==> src/rtl/system_bridge_mc_if.sv <==
// CPU-side data-port bundle of the memory-mapped I/O bridge.
// The master modport is the CPU view; the slave modport is the bridge view.
interface system_bridge_mc_if;
    logic        readEnable;
    logic        writeEnable;
    logic [31:0] address;
    logic [31:0] writeDataIn;
    logic [31:0] readData;
    logic        ready;
    logic        exception;
    logic [31:0] exceptionAddress;

    modport master (
        output readEnable, writeEnable, address, writeDataIn,
        input  readData, ready, exception, exceptionAddress
    );

    modport slave (
        input  readEnable, writeEnable, address, writeDataIn,
        output readData, ready, exception, exceptionAddress
    );
endinterface

==> src/rtl/system_bridge_mc.sv <==
// Multi-slave MMIO bridge: window decode, registered request/ready handshake with
// variable-latency slaves, bus timeout, and one-cycle exception with faulting address.
module system_bridge_mc #(
    parameter int unsigned               NUM_SLAVES     = 4,
    parameter int unsigned               ADDR_BITS      = 16,
    parameter int unsigned               SLAVE_WORDS    = 3,
    parameter int unsigned               SLAVE_AW       = 2,
    parameter logic [16*NUM_SLAVES-1:0] SLAVE_BASES    = 64'h7F30_7F20_7F10_7F00,
    parameter int unsigned               TIMEOUT_CYCLES = 16
) (
    input  logic                       clk,
    input  logic                       reset,
    system_bridge_mc_if.slave          cpu,
    output logic [NUM_SLAVES-1:0]      slaveSel,
    output logic [NUM_SLAVES-1:0]      slaveWE,
    output logic [SLAVE_AW-1:0]        slaveAddr,
    output logic [31:0]                slaveWData,
    input  logic [NUM_SLAVES*32-1:0]   slaveRData,
    input  logic [NUM_SLAVES-1:0]      slaveReady
);

    localparam int unsigned CNT_W = $clog2(TIMEOUT_CYCLES + 1);

    typedef enum logic [1:0] {
        S_IDLE,
        S_ACCESS,
        S_RESP
    } state_t;

    state_t                  state, state_next;
    logic [NUM_SLAVES-1:0]   sel_oh;
    logic                    we_q;
    logic                    err_q;
    logic [31:0]             addr_q;
    logic [31:0]             read_data_q;
    logic [31:0]             exc_addr_q;
    logic [CNT_W-1:0]        cnt;

    logic                    req;
    logic                    dec_hit;
    logic [NUM_SLAVES-1:0]   dec_oh;
    logic [SLAVE_AW-1:0]     dec_off;
    logic                    dec_err;
    logic [ADDR_BITS:0]      a_ext;
    logic [ADDR_BITS:0]      base_x;
    logic [ADDR_BITS:0]      rel;
    logic                    sel_ready;
    logic [31:0]             sel_rdata;
    logic                    cnt_last;

    assign req   = cpu.readEnable | cpu.writeEnable;
    assign a_ext = {1'b0, cpu.address[ADDR_BITS-1:0]};

    // One extra bit keeps base + window size from wrapping at the top of the space
    always_comb begin
        dec_hit = 1'b0;
        dec_oh  = '0;
        dec_off = '0;
        base_x  = '0;
        rel     = '0;
        for (int unsigned i = 0; i < NUM_SLAVES; i++) begin
            base_x = (ADDR_BITS+1)'(SLAVE_BASES[16*i +: 16]);
            rel    = a_ext - base_x;
            if (!dec_hit && (a_ext >= base_x) && (rel < (ADDR_BITS+1)'(4*SLAVE_WORDS))) begin
                dec_hit   = 1'b1;
                dec_oh[i] = 1'b1;
                dec_off   = SLAVE_AW'(rel >> 2);
            end
        end
    end

    assign dec_err = !dec_hit || (cpu.address[1:0] != 2'b00)
                     || (cpu.readEnable && cpu.writeEnable);

    always_comb begin
        sel_rdata = '0;
        for (int unsigned i = 0; i < NUM_SLAVES; i++) begin
            if (sel_oh[i]) begin
                sel_rdata = sel_rdata | slaveRData[32*i +: 32];
            end
        end
    end

    assign sel_ready = |(slaveReady & sel_oh);
    assign cnt_last  = (cnt == CNT_W'(TIMEOUT_CYCLES - 1));

    always_ff @(posedge clk or negedge reset) begin
        if (!reset) begin
            state <= S_IDLE;
        end else begin
            state <= state_next;
        end
    end

    always_comb begin
        state_next = state;
        case (state)
            S_IDLE:   if (req) state_next = dec_err ? S_RESP : S_ACCESS;
            S_ACCESS: if (sel_ready || cnt_last) state_next = S_RESP;
            S_RESP:   state_next = S_IDLE;
            default:  state_next = S_IDLE;
        endcase
    end

    always_ff @(posedge clk or negedge reset) begin
        if (!reset) begin
            sel_oh      <= '0;
            we_q        <= 1'b0;
            err_q       <= 1'b0;
            addr_q      <= '0;
            read_data_q <= '0;
            exc_addr_q  <= '0;
            cnt         <= '0;
            slaveAddr   <= '0;
            slaveWData  <= '0;
        end else begin
            case (state)
                S_IDLE: begin
                    if (req) begin
                        if (dec_err) begin
                            err_q      <= 1'b1;
                            exc_addr_q <= cpu.address;
                        end else begin
                            err_q      <= 1'b0;
                            sel_oh     <= dec_oh;
                            slaveAddr  <= dec_off;
                            we_q       <= cpu.writeEnable;
                            slaveWData <= cpu.writeDataIn;
                            addr_q     <= cpu.address;
                            cnt        <= '0;
                        end
                    end
                end
                S_ACCESS: begin
                    // A ready in the expiry cycle takes priority over the timeout
                    if (sel_ready) begin
                        err_q <= 1'b0;
                        if (!we_q) begin
                            read_data_q <= sel_rdata;
                        end
                    end else if (cnt_last) begin
                        err_q      <= 1'b1;
                        exc_addr_q <= addr_q;
                    end else begin
                        cnt <= cnt + 1'b1;
                    end
                end
                default: ;
            endcase
        end
    end

    assign slaveSel             = (state == S_ACCESS) ? sel_oh : '0;
    assign slaveWE              = we_q ? slaveSel : '0;
    assign cpu.ready            = (state == S_RESP);
    assign cpu.exception        = (state == S_RESP) && err_q;
    assign cpu.readData         = read_data_q;
    assign cpu.exceptionAddress = exc_addr_q;

endmodule

==> src/flat_wrapper.sv <==
// flat-port wrapper written by rule: the top's interface ports become plain ports
module system_bridge_mc_flat 
#(
    parameter int unsigned               NUM_SLAVES     = 4,
    parameter int unsigned               ADDR_BITS      = 16,
    parameter int unsigned               SLAVE_WORDS    = 3,
    parameter int unsigned               SLAVE_AW       = 2,
    parameter logic [16*NUM_SLAVES-1:0] SLAVE_BASES    = 64'h7F30_7F20_7F10_7F00,
    parameter int unsigned               TIMEOUT_CYCLES = 16
)
  (clk, reset, slaveSel, slaveWE, slaveAddr, slaveWData, slaveRData, slaveReady, cpu_readEnable, cpu_writeEnable, cpu_address, cpu_writeDataIn, cpu_readData, cpu_ready, cpu_exception, cpu_exceptionAddress);
  system_bridge_mc_if cpu_i ();
  input  logic clk;
  input  logic reset;
  output logic [NUM_SLAVES-1:0] slaveSel;
  output logic [NUM_SLAVES-1:0] slaveWE;
  output logic [SLAVE_AW-1:0] slaveAddr;
  output logic [31:0] slaveWData;
  input  logic [NUM_SLAVES*32-1:0] slaveRData;
  input  logic [NUM_SLAVES-1:0] slaveReady;
  input wire logic [$bits(cpu_i.readEnable)-1:0] cpu_readEnable;
  input wire logic [$bits(cpu_i.writeEnable)-1:0] cpu_writeEnable;
  input wire logic [$bits(cpu_i.address)-1:0] cpu_address;
  input wire logic [$bits(cpu_i.writeDataIn)-1:0] cpu_writeDataIn;
  output wire logic [$bits(cpu_i.readData)-1:0] cpu_readData;
  output wire logic [$bits(cpu_i.ready)-1:0] cpu_ready;
  output wire logic [$bits(cpu_i.exception)-1:0] cpu_exception;
  output wire logic [$bits(cpu_i.exceptionAddress)-1:0] cpu_exceptionAddress;
  assign cpu_i.readEnable = cpu_readEnable;
  assign cpu_i.writeEnable = cpu_writeEnable;
  assign cpu_i.address = cpu_address;
  assign cpu_i.writeDataIn = cpu_writeDataIn;
  assign cpu_readData = cpu_i.readData;
  assign cpu_ready = cpu_i.ready;
  assign cpu_exception = cpu_i.exception;
  assign cpu_exceptionAddress = cpu_i.exceptionAddress;
  system_bridge_mc #(.NUM_SLAVES(NUM_SLAVES), .ADDR_BITS(ADDR_BITS), .SLAVE_WORDS(SLAVE_WORDS), .SLAVE_AW(SLAVE_AW), .SLAVE_BASES(SLAVE_BASES), .TIMEOUT_CYCLES(TIMEOUT_CYCLES)) u_core (.clk(clk), .reset(reset), .cpu(cpu_i), .slaveSel(slaveSel), .slaveWE(slaveWE), .slaveAddr(slaveAddr), .slaveWData(slaveWData), .slaveRData(slaveRData), .slaveReady(slaveReady));
endmodule
==> config.mk <==
export PLATFORM = sky130hd
export DESIGN_NAME = system_bridge_mc_flat
export DESIGN_NICKNAME = d
export VERILOG_FILES = /design/src/rtl/system_bridge_mc_if.sv /design/src/rtl/system_bridge_mc.sv /design/src/flat_wrapper.sv
export SDC_FILE = /design/constraint.sdc
export NUM_CORES = 1
export LEC_CHECK = 0
export ABC_AREA = 1
export BUFFER_PORTS_ARGS = -buffer_cell sky130_fd_sc_hd__buf_2
export CAP_MARGIN = 20
export CORE_MARGIN = 2
export CORE_UTILIZATION = 36
export CTS_BUF_LIST = sky130_fd_sc_hd__clkbuf_8
export DETAILED_ROUTE_END_ITERATION = 10
export PLACE_DENSITY = 0.59
export SLEW_MARGIN = 40
export SYNTH_ARGS = -nofsm -noshare
export SYNTH_HDL_FRONTEND = slang
export SYNTH_SLANG_ARGS = --single-unit
==> constraint.sdc <==
create_clock -name clk -period 6 [get_ports clk]
set_clock_uncertainty 0.05 [all_clocks]
set_input_delay 1.2 -clock clk [delete_from_list [all_inputs] [get_ports clk]]
set_output_delay 1.2 -clock clk [all_outputs]
set_load 0.02 [all_outputs]
# After elaboration in Yosys (flattened, before gate mapping)
# Index checks and enable logic that the tools add are counted.
# classes
n_eq_ne,11
n_reduce_logical,26
order_cmp,8
n_addsub,5
mux,36
n_bitwise,7
# ops
op,count
$mux 32,8
$or 32x32->32,3
$lt 17x4->1 const B,4
$sub 16x15->17 const B,4
$ge 16x15->1 const B,4
$pmux 32 s2,1
$mux 5,4
$mux 2,7
$mux 1,11
$pmux 5 s2,1
$reduce_and 5->1,2
$logic_and 1x1->1,9
$reduce_and 3->1,3
$mux 4,2
$ne 2x1->1 const B,4
$ne 2x2->1 const B,3
$add 5x1->5 const B,1
$eq 5x4->1 const B,1
$and 4x4->4,1
$logic_not 1->1,4
$pmux 2 s2,1
$reduce_bool 2->1,2
$reduce_or 4->1,1
$logic_or 1x1->1,3
8 further kinds,9
# word_totals
out_inout_bits,108
reg_bits,143
input_bits,200

# Logic depth before layout (Yosys ltp)
# logic_depth
ltp_word,22
ltp_mapped,17
depth_no_buf,17

# Least setup slack after synthesis
# No wires, ideal clock.
# synth_path
path_kind,reg-to-output
start,reg u_core.state[1]
end,out slaveWE[0]
stages_incl_launch_ff,7
arrival_time_ns,1.696
required_ns,4.750
path_slack_ns,3.054
path_buffers,3
cell_sequence,dfrtp_1 > buf_2 > nor2_1 > inv_2 > buf_2 > buf_1 > nor3_1
# synth_between
elab_chain_len,3
# synth_rtl
element,line,rtl
from (decl),system_bridge_mc.sv:30,"state_t state, state_next;"
from (signal assigned),system_bridge_mc.sv:91,state <= state_next;
$eq 2x1->1,system_bridge_mc.sv:153,assign slaveSel = (state == S_ACCESS) ? sel_oh : '0;
$mux 4,system_bridge_mc.sv:153,
$mux 4,system_bridge_mc.sv:154,assign slaveWE = we_q ? slaveSel : '0;
to (decl),flat_wrapper.sv:16,output logic [NUM_SLAVES-1:0] slaveWE;
# Every way passes these cells.

# Final worst setup path
# layout_path
start,reg u_core.state[1]
end,out slaveWE[1]
# Same word-level chain as after synthesis.

==> run_results.csv <==
group,metric,value,unit
power_and_ir_drop,p_per_area,299,mW/mm^2
timing,whs,420,ps
clocking,ctsHtreeMaxLevel,4,
timing,finalHoldViolations,0,
critical_path,critPathKind,"reg -> out",
final_layout,final_nets,1534,
synthesis,yosys.cell_count.top_type,"nand2_1",
clocking,clkTransAtPathRegs,80,ps
power_and_ir_drop,p_leak,5.72,nW
timing,relSlewSlack,48.8,%
critical_path,crit_path_max_incr_delay,520,ps
clocking,insertion_delay,450,ps
global_route,antenna_found_initial,3,
outcome,outcome,"complete, no violations",
critical_path,worstPathCellList,"nor2_4 > buf_4 > inv_2 > nor3_1 > buf_2",
final_layout,fin_area,0.0101,mm^2
worst_hold_path,worstHoldEndpoint,"u_core.addr_q[8]$_DFFE_PN0P_",
power_and_ir_drop,peakVddDrop,141,uV
synthesis,synth_area_leader_cell,"dfrtp_1",
route,dr.first_iter.drc_count,628,
global_route,grt_pass1_vias,7933,
final_layout,fillers,2284,
critical_path,crit_slowest_cell,"dfrtp_1",
critical_path,reg2reg_depth,9,
worst_hold_path,hp-start,"u_core.addr_q[8]$_DFFE_PN0P_",
route,avgRoutedWirePerCell,17.6,um
timing,worst_pin_slew,769,ps
die,dieWidth,152,um
placed_design,hpwl,20200,um
clocking,hold_buffers,0,
synthesis,synthArstFlopShare,100,%
synthesis,ys_seq_area_share,45.3,%
critical_path,critPathTopFamily,"buffers and inverters",
die,io_pins,308,
clocking,cts_buffers,17,
placed_design,place_area,0.00960,mm^2
die,floorplan.initialDensity,36.4,%
critical_path,end_kind,"output pin",
synthesis,yosys_register_bits,143,
die,die_h,152,um
timing,period_needed,3720,ps
clocking,cts_resized,0,
die,core,0.0217,mm^2
die,rows,54,
worst_hold_path,worstHoldPathCells,2,
synthesis,ys_top_cells_by_area,"dfrtp_1 (45%), nand2_1 (21%), nand4_1 (5.3%), nand3_1 (4.2%), nor2_1 (3.6%)",
synthesis,synth_common_cells,"nand2_1 (441), dfrtp_1 (143), nor2_1 (75), nand4_1 (67), nand3_1 (66)",
final_layout,syn2layout_area_growth,27.3,%
final_layout,fin_cells,1619,
timing,rsz0062_at_grt,"false",
synthesis,synth_cells,1058,
route,first_pass_iters,5,
critical_path,reg2reg_slack,2530,ps
global_route,grt_start_max_net_pins,99,
critical_path,r2r_end,"u_core.cpu.exceptionAddress[12]$_DFFE_PN0P_",
timing,finalSetupViolations,0,
synthesis,syn-num-nets,1265,
synthesis,avgSynthCellArea,7.47,um^2
timing,slew_viol_final,0,
critical_path,cp_max_fo,44,
timing,fmax,269,MHz
route,routed_via_density,5.09,
route,drc,0,
synthesis,synth_cell_type_count,34,
synthesis,synth_edf_count,0,
placed_design,globalplace.congestion,0.907,
global_route,overflow,0,
timing,final.setup.tns,0,ps
global_route,grt_usage,24.6,%
synthesis,yosys.area.top_type_share,45.3,%
timing,period_share,62.0,%
clocking,cts_max_path_buffers,2,
placed_design,dp_cells,1587,
placed_design,numPortBuffers,307,
critical_path,crit_buf_inv,3,
synthesis,synth.cell_area,0.00791,mm^2
die,die_area,0.0232,mm^2
critical_path,arrival,2470,ps
critical_path,regToRegStartpoint,"u_core.state[1]$_DFFE_PN0P_",
synthesis,synth_ff_type,"dfrtp_1",
synthesis,yosysWarnings,0,
final_layout,drive_gt1_share,28.3,%
critical_path,startpoint_type,"register",
route,ant_nets,0,
route,vias,8236,
clocking,post_cts_buffers,0,
clocking,cts_sinks,143,
critical_path,required,4750,ps
clocking,cts-root-buf,"clkbuf_8",
worst_hold_path,min_path_type,"reg -> reg",
run,drv_cap,0,
route,drt_wl_total,28400,um
global_route,grt_pass1_wl,45400,um
clocking,cts_tree,"built",
cell families (layout without fill, tap and decap cells):
| group | Yosys count | in the layout | synth area share [%] |
|---|---|---|---|
| simple gates | 683 | 683 | 37.5 |
| other cells | 0 | 1 | 0 |
| compound gates | 108 | 108 | 9.15 |
| xor+xnor | 2 | 2 | 0.222 |
| flops | 143 | 143 | 45.3 |
| buf+inv | 115 | 395 | 6.76 |
| fa+ha+maj | 7 | 7 | 1.11 |
per-stage QoR:
step	total power, W	setup slack (ps)	util [%]
final	0.00301	2280	46.4
after global placement	0.00216	1560	44.0
after detailed placement	0.00217	1970	44.3
after CTS	0.00304	2250	46.3
after floorplan	0.00177	3050	-
after global routing	0.00319	2090	46.4
routing by layer:
metal / global-route usage, % / part of all wire [%]
met1: 32.6 / 43
met2: 41.7 / 49
met3: 5.29 / 6.5
met4: 4.98 / 1.2
met5: 0 / 0
worst max path at each step:
stage	start	end	slack [ps]	depth (start not counted)
after floorplan	u_core.state[1]$_DFFE_PN0P_	slaveWE[0]	3050	6
after global placement	cpu_address[7]	u_core.sel_oh[0]$_DFFE_PN0P_	1560	13
after detailed placement	cpu_address[7]	u_core.slaveWData[12]$_DFFE_PN0P_	1970	14
after CTS	u_core.state[1]$_DFFE_PN0P_	slaveWE[1]	2250	5
after global routing	u_core.state[0]$_DFFE_PN0P_	slaveWE[1]	2090	6
final	u_core.state[1]$_DFFE_PN0P_	slaveWE[1]	2280	5
worst register-to-register path, delay by kind of cell (launching register included):
| kind | cells | cell delay, ps |
|---|---|---|
| buffers and inverters | 3 | 1330 |
| flip-flops | 1 | 580 |
| AND/OR/NAND/NOR | 6 | 1400 |
power breakdown:
part	total, W	switching, W	leakage, nW	internal (W)
Clock	0.000862	0.000400	0.204	0.000462
Combinational	0.000977	0.000708	3.58	0.000270
Sequential	0.00117	0.0000835	1.94	0.00108
Total	0.00301	0.00119	5.72	0.00182
registers in the layout, summed over array words and instances (netlist names):
| name | cells |
|---|---|
| u_core.slaveWData | 32 |
| u_core.err_q | 1 |
| u_core.we_q | 1 |
| u_core.cnt | 5 |
| u_core.slaveAddr | 2 |
| u_core.cpu.exceptionAddress | 32 |
| u_core.sel_oh | 4 |
| u_core.cpu.readData | 32 |
| u_core.state | 2 |
| u_core.addr_q | 32 |
layout by cell type (no fill, tap or decap), drive strengths merged:
cell	n
nand2	446
buf	322
dfrtp	143
nor2	82
nand4	69
nand3	69
inv	46
a21oi	40
a221oi	33
o21ai	21
clkbuf	18
a22o	14
nor3	10
ha	7
clkinvlp	4
bufinv	4
and3	3
xor2	2
diode	1
or2	1
nand3b	1
nor4	1
nor3b	1
clkinv	1
cell type report:
| cell class | count | area, um^2 | area share [%] |
|---|---|---|---|
| antenna | 1 | 2.50 | 0.0249 |
| clock buffer | 18 | 248 | 2.46 |
| sequential | 143 | 3580 | 35.6 |
| inverter | 43 | 161 | 1.60 |
| multi-input combinational | 800 | 3820 | 38.0 |
| clock inverter | 12 | 181 | 1.80 |
| tap | 280 | 350 | 3.48 |
| timing repair buffer | 322 | 1720 | 17.1 |
(Power assumes the default switching activity.)
